`src/rtl/permutation_ctrl_pkg.sv`:
```
// Shared types and constants for the ASCON permutation sequencer.
package permutation_ctrl_pkg;

    typedef enum logic [1:0] {StIdle, StRun, StDone} type_perm_state_e;

    localparam int unsigned MAX_ROUNDS_C = 12;
    localparam int unsigned ROUNDS_PA_C  = 12;
    localparam int unsigned ROUNDS_PB_C  = 8;

    function automatic logic rounds_legal(input int unsigned rounds, input int unsigned max_rounds);
        return (rounds != 0) && (rounds <= max_rounds);
    endfunction

endpackage

```
`src/rtl/permutation_ctrl_if.sv`:
```
// Handshake with the mode FSM plus the control lines toward the permutation datapath.
interface permutation_ctrl_if #(
    parameter int unsigned ROUND_W = 4
) ();
    logic               start_i;
    logic [ROUND_W-1:0] rounds_i;
    logic               abort_i;
    logic               ready_o;
    logic               init_o;
    logic               enable_o;
    logic [ROUND_W-1:0] round_o;
    logic               busy_o;
    logic               done_o;
    logic               err_o;

    modport master (
        output start_i, rounds_i, abort_i,
        input  ready_o, init_o, enable_o, round_o, busy_o, done_o, err_o
    );

    modport slave (
        input  start_i, rounds_i, abort_i,
        output ready_o, init_o, enable_o, round_o, busy_o, done_o, err_o
    );
endinterface

```
`src/rtl/permutation_ctrl_round_counter.sv`:
```
// Loadable up-counter; terminal count compares against a last value latched at load time.
module permutation_ctrl_round_counter #(
    parameter int unsigned WIDTH = 4
) (
    input  logic             clock_i,
    input  logic             resetb_i,
    input  logic             load_i,
    input  logic [WIDTH-1:0] load_val_i,
    input  logic [WIDTH-1:0] last_val_i,
    input  logic             inc_i,
    output logic [WIDTH-1:0] count_o,
    output logic             tc_o
);
    logic [WIDTH-1:0] count_q;
    logic [WIDTH-1:0] last_q;

    always_ff @(posedge clock_i) begin
        if (!resetb_i) begin
            count_q <= '0;
            last_q  <= '0;
        end else if (load_i) begin
            count_q <= load_val_i;
            last_q  <= last_val_i;
        end else if (inc_i) begin
            count_q <= count_q + WIDTH'(1);
        end
    end

    assign count_o = count_q;
    assign tc_o    = (count_q == last_q);
endmodule

```
`src/rtl/permutation_ctrl.sv`:
```
// Sequences the ASCON permutation datapath: one round per clock, Moore outputs only.
module permutation_ctrl
    import permutation_ctrl_pkg::*;
#(
    parameter int unsigned MAX_ROUNDS = MAX_ROUNDS_C,
    parameter int unsigned ROUND_W    = 4
) (
    input  logic              clock_i,
    input  logic              resetb_i,
    permutation_ctrl_if.slave bus
);
    type_perm_state_e state_q, state_d;
    logic             init_q, init_d;
    logic             err_q, err_d;
    logic             load, inc, tc, legal;
    logic [ROUND_W-1:0] count;
    logic [ROUND_W-1:0] load_val;

    assign legal    = rounds_legal(32'(bus.rounds_i), MAX_ROUNDS);
    // Shorter permutations run the tail of the schedule so they always end on round MAX_ROUNDS-1.
    assign load_val = ROUND_W'(MAX_ROUNDS) - bus.rounds_i;

    permutation_ctrl_round_counter #(
        .WIDTH(ROUND_W)
    ) u_round_counter (
        .clock_i   (clock_i),
        .resetb_i  (resetb_i),
        .load_i    (load),
        .load_val_i(load_val),
        .last_val_i(ROUND_W'(MAX_ROUNDS - 1)),
        .inc_i     (inc),
        .count_o   (count),
        .tc_o      (tc)
    );

    always_ff @(posedge clock_i) begin
        if (!resetb_i) begin
            state_q <= StIdle;
            init_q  <= 1'b0;
            err_q   <= 1'b0;
        end else begin
            state_q <= state_d;
            init_q  <= init_d;
            err_q   <= err_d;
        end
    end

    always_comb begin
        state_d = state_q;
        init_d  = 1'b0;
        err_d   = 1'b0;
        load    = 1'b0;
        inc     = 1'b0;
        unique case (state_q)
            StIdle, StDone: begin
                if (state_q == StDone && bus.abort_i) begin
                    state_d = StIdle;
                end else if (bus.start_i && legal) begin
                    load    = 1'b1;
                    init_d  = 1'b1;
                    state_d = StRun;
                end else begin
                    err_d   = bus.start_i;
                    state_d = StIdle;
                end
            end
            StRun: begin
                if (bus.abort_i) begin
                    state_d = StIdle;
                end else if (tc) begin
                    state_d = StDone;
                end else begin
                    inc = 1'b1;
                end
            end
            default: state_d = StIdle;
        endcase
    end

    always_comb begin
        bus.busy_o   = (state_q == StRun);
        bus.enable_o = (state_q == StRun);
        bus.ready_o  = (state_q != StRun);
        bus.init_o   = (state_q == StRun) && init_q;
        bus.round_o  = (state_q == StRun) ? count : '0;
        bus.done_o   = (state_q == StDone);
        bus.err_o    = err_q;
    end
endmodule

```
`src/flat_wrapper.sv`:
```
// flat-port wrapper written by rule: the top's interface ports become plain ports
module permutation_ctrl_flat import permutation_ctrl_pkg::*;
#(
    parameter int unsigned MAX_ROUNDS = MAX_ROUNDS_C,
    parameter int unsigned ROUND_W    = 4
)
  (clock_i, resetb_i, bus_start_i, bus_rounds_i, bus_abort_i, bus_ready_o, bus_init_o, bus_enable_o, bus_round_o, bus_busy_o, bus_done_o, bus_err_o);
  permutation_ctrl_if #(.ROUND_W(ROUND_W)) bus_i ();
  input  logic clock_i;
  input  logic resetb_i;
  input wire logic [$bits(bus_i.start_i)-1:0] bus_start_i;
  input wire logic [$bits(bus_i.rounds_i)-1:0] bus_rounds_i;
  input wire logic [$bits(bus_i.abort_i)-1:0] bus_abort_i;
  output wire logic [$bits(bus_i.ready_o)-1:0] bus_ready_o;
  output wire logic [$bits(bus_i.init_o)-1:0] bus_init_o;
  output wire logic [$bits(bus_i.enable_o)-1:0] bus_enable_o;
  output wire logic [$bits(bus_i.round_o)-1:0] bus_round_o;
  output wire logic [$bits(bus_i.busy_o)-1:0] bus_busy_o;
  output wire logic [$bits(bus_i.done_o)-1:0] bus_done_o;
  output wire logic [$bits(bus_i.err_o)-1:0] bus_err_o;
  assign bus_i.start_i = bus_start_i;
  assign bus_i.rounds_i = bus_rounds_i;
  assign bus_i.abort_i = bus_abort_i;
  assign bus_ready_o = bus_i.ready_o;
  assign bus_init_o = bus_i.init_o;
  assign bus_enable_o = bus_i.enable_o;
  assign bus_round_o = bus_i.round_o;
  assign bus_busy_o = bus_i.busy_o;
  assign bus_done_o = bus_i.done_o;
  assign bus_err_o = bus_i.err_o;
  permutation_ctrl #(.MAX_ROUNDS(MAX_ROUNDS), .ROUND_W(ROUND_W)) u_core (.clock_i(clock_i), .resetb_i(resetb_i), .bus(bus_i));
endmodule
```
`config.mk`:
```
export PLATFORM = sky130hd
export DESIGN_NAME = permutation_ctrl_flat
export DESIGN_NICKNAME = d
export VERILOG_FILES = /design/src/rtl/permutation_ctrl_pkg.sv /design/src/rtl/permutation_ctrl_if.sv /design/src/rtl/permutation_ctrl_round_counter.sv /design/src/rtl/permutation_ctrl.sv /design/src/flat_wrapper.sv
export SDC_FILE = /design/constraint.sdc
export NUM_CORES = 1
export LEC_CHECK = 0
export CELL_PAD_IN_SITES_DETAIL_PLACEMENT = 0
export CELL_PAD_IN_SITES_GLOBAL_PLACEMENT = 2
export CORE_MARGIN = 2
export CORE_UTILIZATION = 26
export DETAILED_ROUTE_END_ITERATION = 10
export GPL_ROUTABILITY_DRIVEN = 0
export PLACE_DENSITY = 0.76
export SKIP_CTS_REPAIR_TIMING = 1
export SLEW_MARGIN = 30
export SYNTH_ARGS = -nofsm -noshare
export SYNTH_HDL_FRONTEND = slang
export SYNTH_SLANG_ARGS = --single-unit
```
`constraint.sdc`:
```
create_clock -name clock_i -period 1.9 [get_ports clock_i]
set_input_delay 0.38 -clock clock_i [delete_from_list [all_inputs] [get_ports clock_i]]
set_output_delay 0.38 -clock clock_i [all_outputs]
set_load 0.03 [all_outputs]
```
; ---- Yosys cells after proc, flatten, opt, wreduce, memory -nomap -nowiden
; Cells that the tools add are included.
[classes]
n_addsub = 2
magnitude_cmp = 1
eq_ne = 5
n_mux = 14
bitwise_logic = 2
n_reduce_logical = 9
[op_table]
columns = operator, count
row1 = 4-bit 2-to-1 mux, 3
row2 = 1-bit 2-to-1 mux, 7
row3 = 2-bit 2-to-1 mux, 3
row4 = 4-bit by 1-bit adder with 4-bit output (second input constant), 1
row5 = 4-bit == test, 1
row6 = 4-bit <= comparator (second input constant), 1
row7 = 1-bit logical AND, 4
row8 = 2-bit one-hot mux with 2 select lines, 1
row9 = 4-bit nonzero test, 1
row10 = 4-bit OR reduction, 1
row11 = 4-bit subtractor (first input constant), 1
row12 = 3-bit by 2-bit != test with 1-bit output (second input constant), 1
row13 = 2-bit by 1-bit == test with 1-bit output (second input constant), 1
row14 = 2-bit == test (second input constant), 1
row15 = 2-bit logical NOT, 1
row16 = 2-bit by 1-bit != test with 1-bit output (second input constant), 1
row17 = 1-bit inverter, 2
row18 = 2-bit nonzero test, 1
row19 = 2-bit OR reduction, 1
[totals]
register_bits = 9
in_bits = 8
output_inout_bits = 10
wordCells = 38

; ---- Logic depth before layout (Yosys ltp)
[depth]
word_depth = 7
ltp_mapped = 6
depth_no_buf = 6

; ---- By module
; Synthesis repeated with hierarchy kept, for this count alone.
[unflattened]
hier_cells = 74
hier_area_um2 = 681.9
[by_module_without_submodules]
columns = module, instances, cells_each, area_each_um2, seq_area_each_um2
row1 = permutation_ctrl_round_counter, 1, 40, 386.6, 160.2
row2 = permutation_ctrl, 1, 34, 295.3, 80.1

; ---- Least setup slack after synthesis
; No wires, ideal clock.
[synth_timing]
path_type = reg2out
startpoint = register u_core.state_q[1]
endpoint = output port bus_init_o
arrival_time_ps = 1314
path_slack_ps = 206
path_stages_with_launch = 4
path_buffers = 0
path_cell_list = dfxtp_1 > nand2b_1 > inv_1 > and2_1
[synth_via]
elab_chain_len = 2
[synth_rtl]
columns = item, line_no
row1 = start: declaration, permutation_ctrl.sv:12  ; type_perm_state_e state_q, state_d;
row2 = start signal: assignment, permutation_ctrl.sv:38  ; state_q <= StIdle;
row3 = start signal: assignment, permutation_ctrl.sv:42  ; state_q <= state_d;
row4 = 2-bit by 1-bit == test with 1-bit output, -
row5 = via bus_busy_o, flat_wrapper.sv:18  ; output wire logic [$bits(bus_i.busy_o)-1:0] bus_busy_o;
row6 = 1-bit logical AND, permutation_ctrl.sv:84  ; bus.init_o = (state_q == StRun) && init_q;
row7 = end: declaration, flat_wrapper.sv:15  ; output wire logic [$bits(bus_i.init_o)-1:0] bus_init_o;
; The timed path passes the listed nets, and every way through them passes these cells.

; ---- Worst setup path after layout
[layout_timing]
startpoint = input port bus_rounds_i[0]
endpoint = register u_core.u_round_counter.count_q[3], in the netlist u_core.u_round_counter.count_o[3]
[layout_via]
elab_chain_len = 7
[layout_rtl]
columns = item, line_no
row1 = start: declaration, flat_wrapper.sv:12  ; input wire logic [$bits(bus_i.rounds_i)-1:0] bus_rounds_i;
row2 = 4-bit <= comparator or 4-bit nonzero test (tied branches), permutation_ctrl_pkg.sv:11  ; return (rounds != 0) && (rounds <= max_rounds);
row3 = 1-bit logical AND, permutation_ctrl_pkg.sv:11
row4 = 1-bit logical AND, permutation_ctrl.sv:58  ; end else if (bus.start_i && legal) begin
row5 = 1-bit 2-to-1 mux, permutation_ctrl.sv:58
row6 = 1-bit 2-to-1 mux, permutation_ctrl.sv:56  ; if (state_q == StDone && bus.abort_i) begin
row7 = 1-bit 2-to-1 mux, permutation_ctrl.sv:54  ; unique case (state_q)
row8 = 4-bit 2-to-1 mux or 2-bit nonzero test (tied branches), -
row9 = end signal: assignment, permutation_ctrl_round_counter.sv:22  ; count_q <= load_val_i;
row10 = end signal: assignment, permutation_ctrl_round_counter.sv:25  ; count_q <= count_q + WIDTH'(1);
row11 = end: declaration, permutation_ctrl_round_counter.sv:14  ; logic [WIDTH-1:0] count_q;
; Several ways; a longest one is shown, not always the timed one.
; A chain may end at the register's enable or synchronous reset.

==> metrics.cfg <==
[synth]
synthCells = 70
avgSynthCellArea_um2 = 8.76
postSynth.asyncResetShare_pct = 0
synth_ff_type = dfxtp_1
syn_area_um2 = 613
synthTopCellsByArea = dfxtp_1 (29%), o2111ai_4 (4.3%), o2111ai_1 (4.3%)
seq_area_frac_synth_pct = 29.4
synth_top_area_share_pct = 29.4
yosys.cell_count.top_type = dfxtp_1
synth.yosys.warnings = 0
synth_common_cells = dfxtp_1 (9), nand2_1 (5), nor2_1 (5)
synth_top_cell_by_area = dfxtp_1
syn_nets = 80
synth.distinct_cells = 36
ys_seq_elements = 9
synth_edf_count = 0

[routing]
avgViaCountPerCell = 4.86
wl_per_cell_um = 11.6
drt_first_pass_iters = 4
drtAntennaViolNets = 0
drc = 0
num_vias = 651
drt_iter0_drc = 4
drt-total-wl_um = 1550

[die]
core_um2 = 2210
fp.dieW_um = 52.6
die_area_um2 = 2760
io_pins = 18
die_h_um = 52.6
start_util_pct = 27.7
rows = 17

[global_route]
grt.met1_usage_pct = 15.4
busiest_layer = met2
grt_overflow = 0
grt_pass1_wl_um = 2610
grtUsageMet3_pct = 1.71
track_usage_pct = 13.0
grt_max_degree = 9
antenna_found_initial = 0
grt_pass1_vias = 598
met2_usage_pct = 22.7

[critical_path]
crit_arrival_ps = 1970
reg2reg_from = u_core.u_round_counter.count_o[3]$_SDFFE_PN0P_
crit_path_start = bus_rounds_i[0]
cp-end-kind = register
startpoint_type = primary input
cp_max_fo = 6
reg2reg_to = u_core.u_round_counter.count_o[2]$_SDFFE_PN0P_
critical_path.endpoint = u_core.u_round_counter.count_o[3]$_SDFFE_PN0P_
r2r_setup_slack_ps = 300
cp_data_required_time_ps = 2060
worstRegToRegCells = 4
path_class = in2reg

[power]
ir_worst_vdd_mv = 0.196
internal_power_mw = 0.386
p_clk_share_pct = 25.9
p_comb_share_pct = 35.6
p_switching_mw = 0.181
p_per_area_nw_per_um2 = 579
cellLeakagePower_nw = 0.501
sw_frac_of_total_pct = 31.9
power_frac_seq_pct = 38.5

[clock_network]
cts.htree.levels = 1
numCtsBuffers = 3
clkTransAtPathRegs_ps = 60
cts_tree = yes
cts_root_buffer = clkbuf_4
clkSinkCount = 9
insertion_delay_ps = 260
clockBufferDepth = 2

[placement]
portBuffers = 17
dp_hpwl_um = 1310
place_ws_ps = -175

[status]
outcome = completed

[timing]
hold_violations = 0
tightest_slew_ps = 319
fmax_ghz = 0.554
fin_tns_setup_ps = 0
fin_crit_ps = 1810
timing.final.crit_share_pct = 95.0
setup_ws_ps = 94.9
drv_slew = 0
setup_viol = 0
skew_ps = 6.04
rsz0062_at_grt = false
relSlewSlack_pct = 78.7

[final_layout]
syn_to_final_growth_pct = 59.4
antenna_cells = 0
drive_above_1_share_pct = 23.6
finalNetCount = 117

[job]
maxCapViolations = 0

[min_path]
min-delay-path-class = reg2reg

-- worst min-delay path by stage --
| stage | start | end | slack (ps) | cells past startpoint |
|---|---|---|---|---|
| after floorplan | u_core.u_round_counter.last_q[0]$_SDFFE_PN0P_ | u_core.u_round_counter.last_q[0]$_SDFFE_PN0P_ | 460 | 2 |
| after global placement | u_core.u_round_counter.last_q[0]$_SDFFE_PN0P_ | u_core.u_round_counter.last_q[0]$_SDFFE_PN0P_ | 520 | 2 |
| after detailed placement | u_core.u_round_counter.last_q[0]$_SDFFE_PN0P_ | u_core.u_round_counter.last_q[0]$_SDFFE_PN0P_ | 510 | 2 |
| after CTS | u_core.u_round_counter.last_q[0]$_SDFFE_PN0P_ | u_core.u_round_counter.last_q[0]$_SDFFE_PN0P_ | 520 | 2 |
| after global routing | u_core.u_round_counter.last_q[0]$_SDFFE_PN0P_ | u_core.u_round_counter.last_q[0]$_SDFFE_PN0P_ | 540 | 2 |
| final | u_core.u_round_counter.last_q[0]$_SDFFE_PN0P_ | u_core.u_round_counter.last_q[0]$_SDFFE_PN0P_ | 520 | 2 |
-- cells by family after synthesis --
| logic type | after synthesis | share of synthesized area, % |
|---|---|---|
| fa+ha+maj | 2 | 4.08 |
| buf+inv | 5 | 3.67 |
| compound gates | 20 | 29.6 |
| simple gates | 32 | 30.4 |
| flops | 9 | 29.4 |
| xor+xnor | 2 | 2.86 |
-- final cells by class --
cell class                 instances  area, um^2
timing repair buffer              33         310
clock buffer                       4        26.3
tap                               28        35.0
inverter                           4        15.0
multi-input combinational         56         410
sequential                         9         180
fill                             247        1230
-- worst max-delay path, stage by stage --
cell and delay, ps:
clkdlybuf4s50_1 470, inv_1 50, ha_1 210, nand2b_1 120
o2111a_1 320, a21oi_1 90, o41ai_1 320
-- power by group through the flow --
stage	sequential [mW]	clock, mW	combinational, mW
2_1_floorplan	0.223	0	0.118
3_3_place_gp	0.222	0	0.205
3_5_place_dp	0.222	0	0.205
4_1_cts	0.218	0.153	0.205
5_1_grt	0.220	0.162	0.221
6_report	0.218	0.147	0.201
-- per-stage QoR --
| step | hold slack, ps | instances | utilization (%) | area [um^2] | total power, mW |
|---|---|---|---|---|---|
| finish | 517 | 134 | 44.2 | 977 | 0.566 |
| global placement | 523 | 130 | 42.1 | 931 | 0.427 |
| CTS | 520 | 134 | 43.3 | 957 | 0.576 |
| detailed placement | 510 | 130 | 42.1 | 931 | 0.427 |
| floorplan | 464 | 70 | - | 613 | 0.340 |
| global route | 540 | 134 | 44.2 | 977 | 0.604 |
-- cell usage in the layout (no fill, tap or decap), types with 3 or more instances in the layout --
cell type	n
and2_1	4
buf_4	16
clkbuf_4	3
clkdlybuf4s50_1	9
dfxtp_1	9
dlymetal6s2s_1	8
inv_1	4
nand2_1	5
nand2b_1	4
nor2_1	5
o2111ai_1	3
-- sequential cells by signal, summed over array words and instances (netlist names) --
name,flops
u_core.state_q,2
u_core.u_round_counter.count_o,4
u_core.init_q,1
u_core.bus.err_o,1
u_core.u_round_counter.last_q,1
-- per-layer routing --
| layer | wire length (um) | vias to the layer above |
|---|---|---|
| met1 | 677 | 294 |
| met4 | 27 | 0 |
| met2 | 768 | 15 |
| met5 | 0 | - |
| li1 | - | 338 |
| met3 | 73 | 4 |
Note: power is estimated with default switching activity, not from simulation.
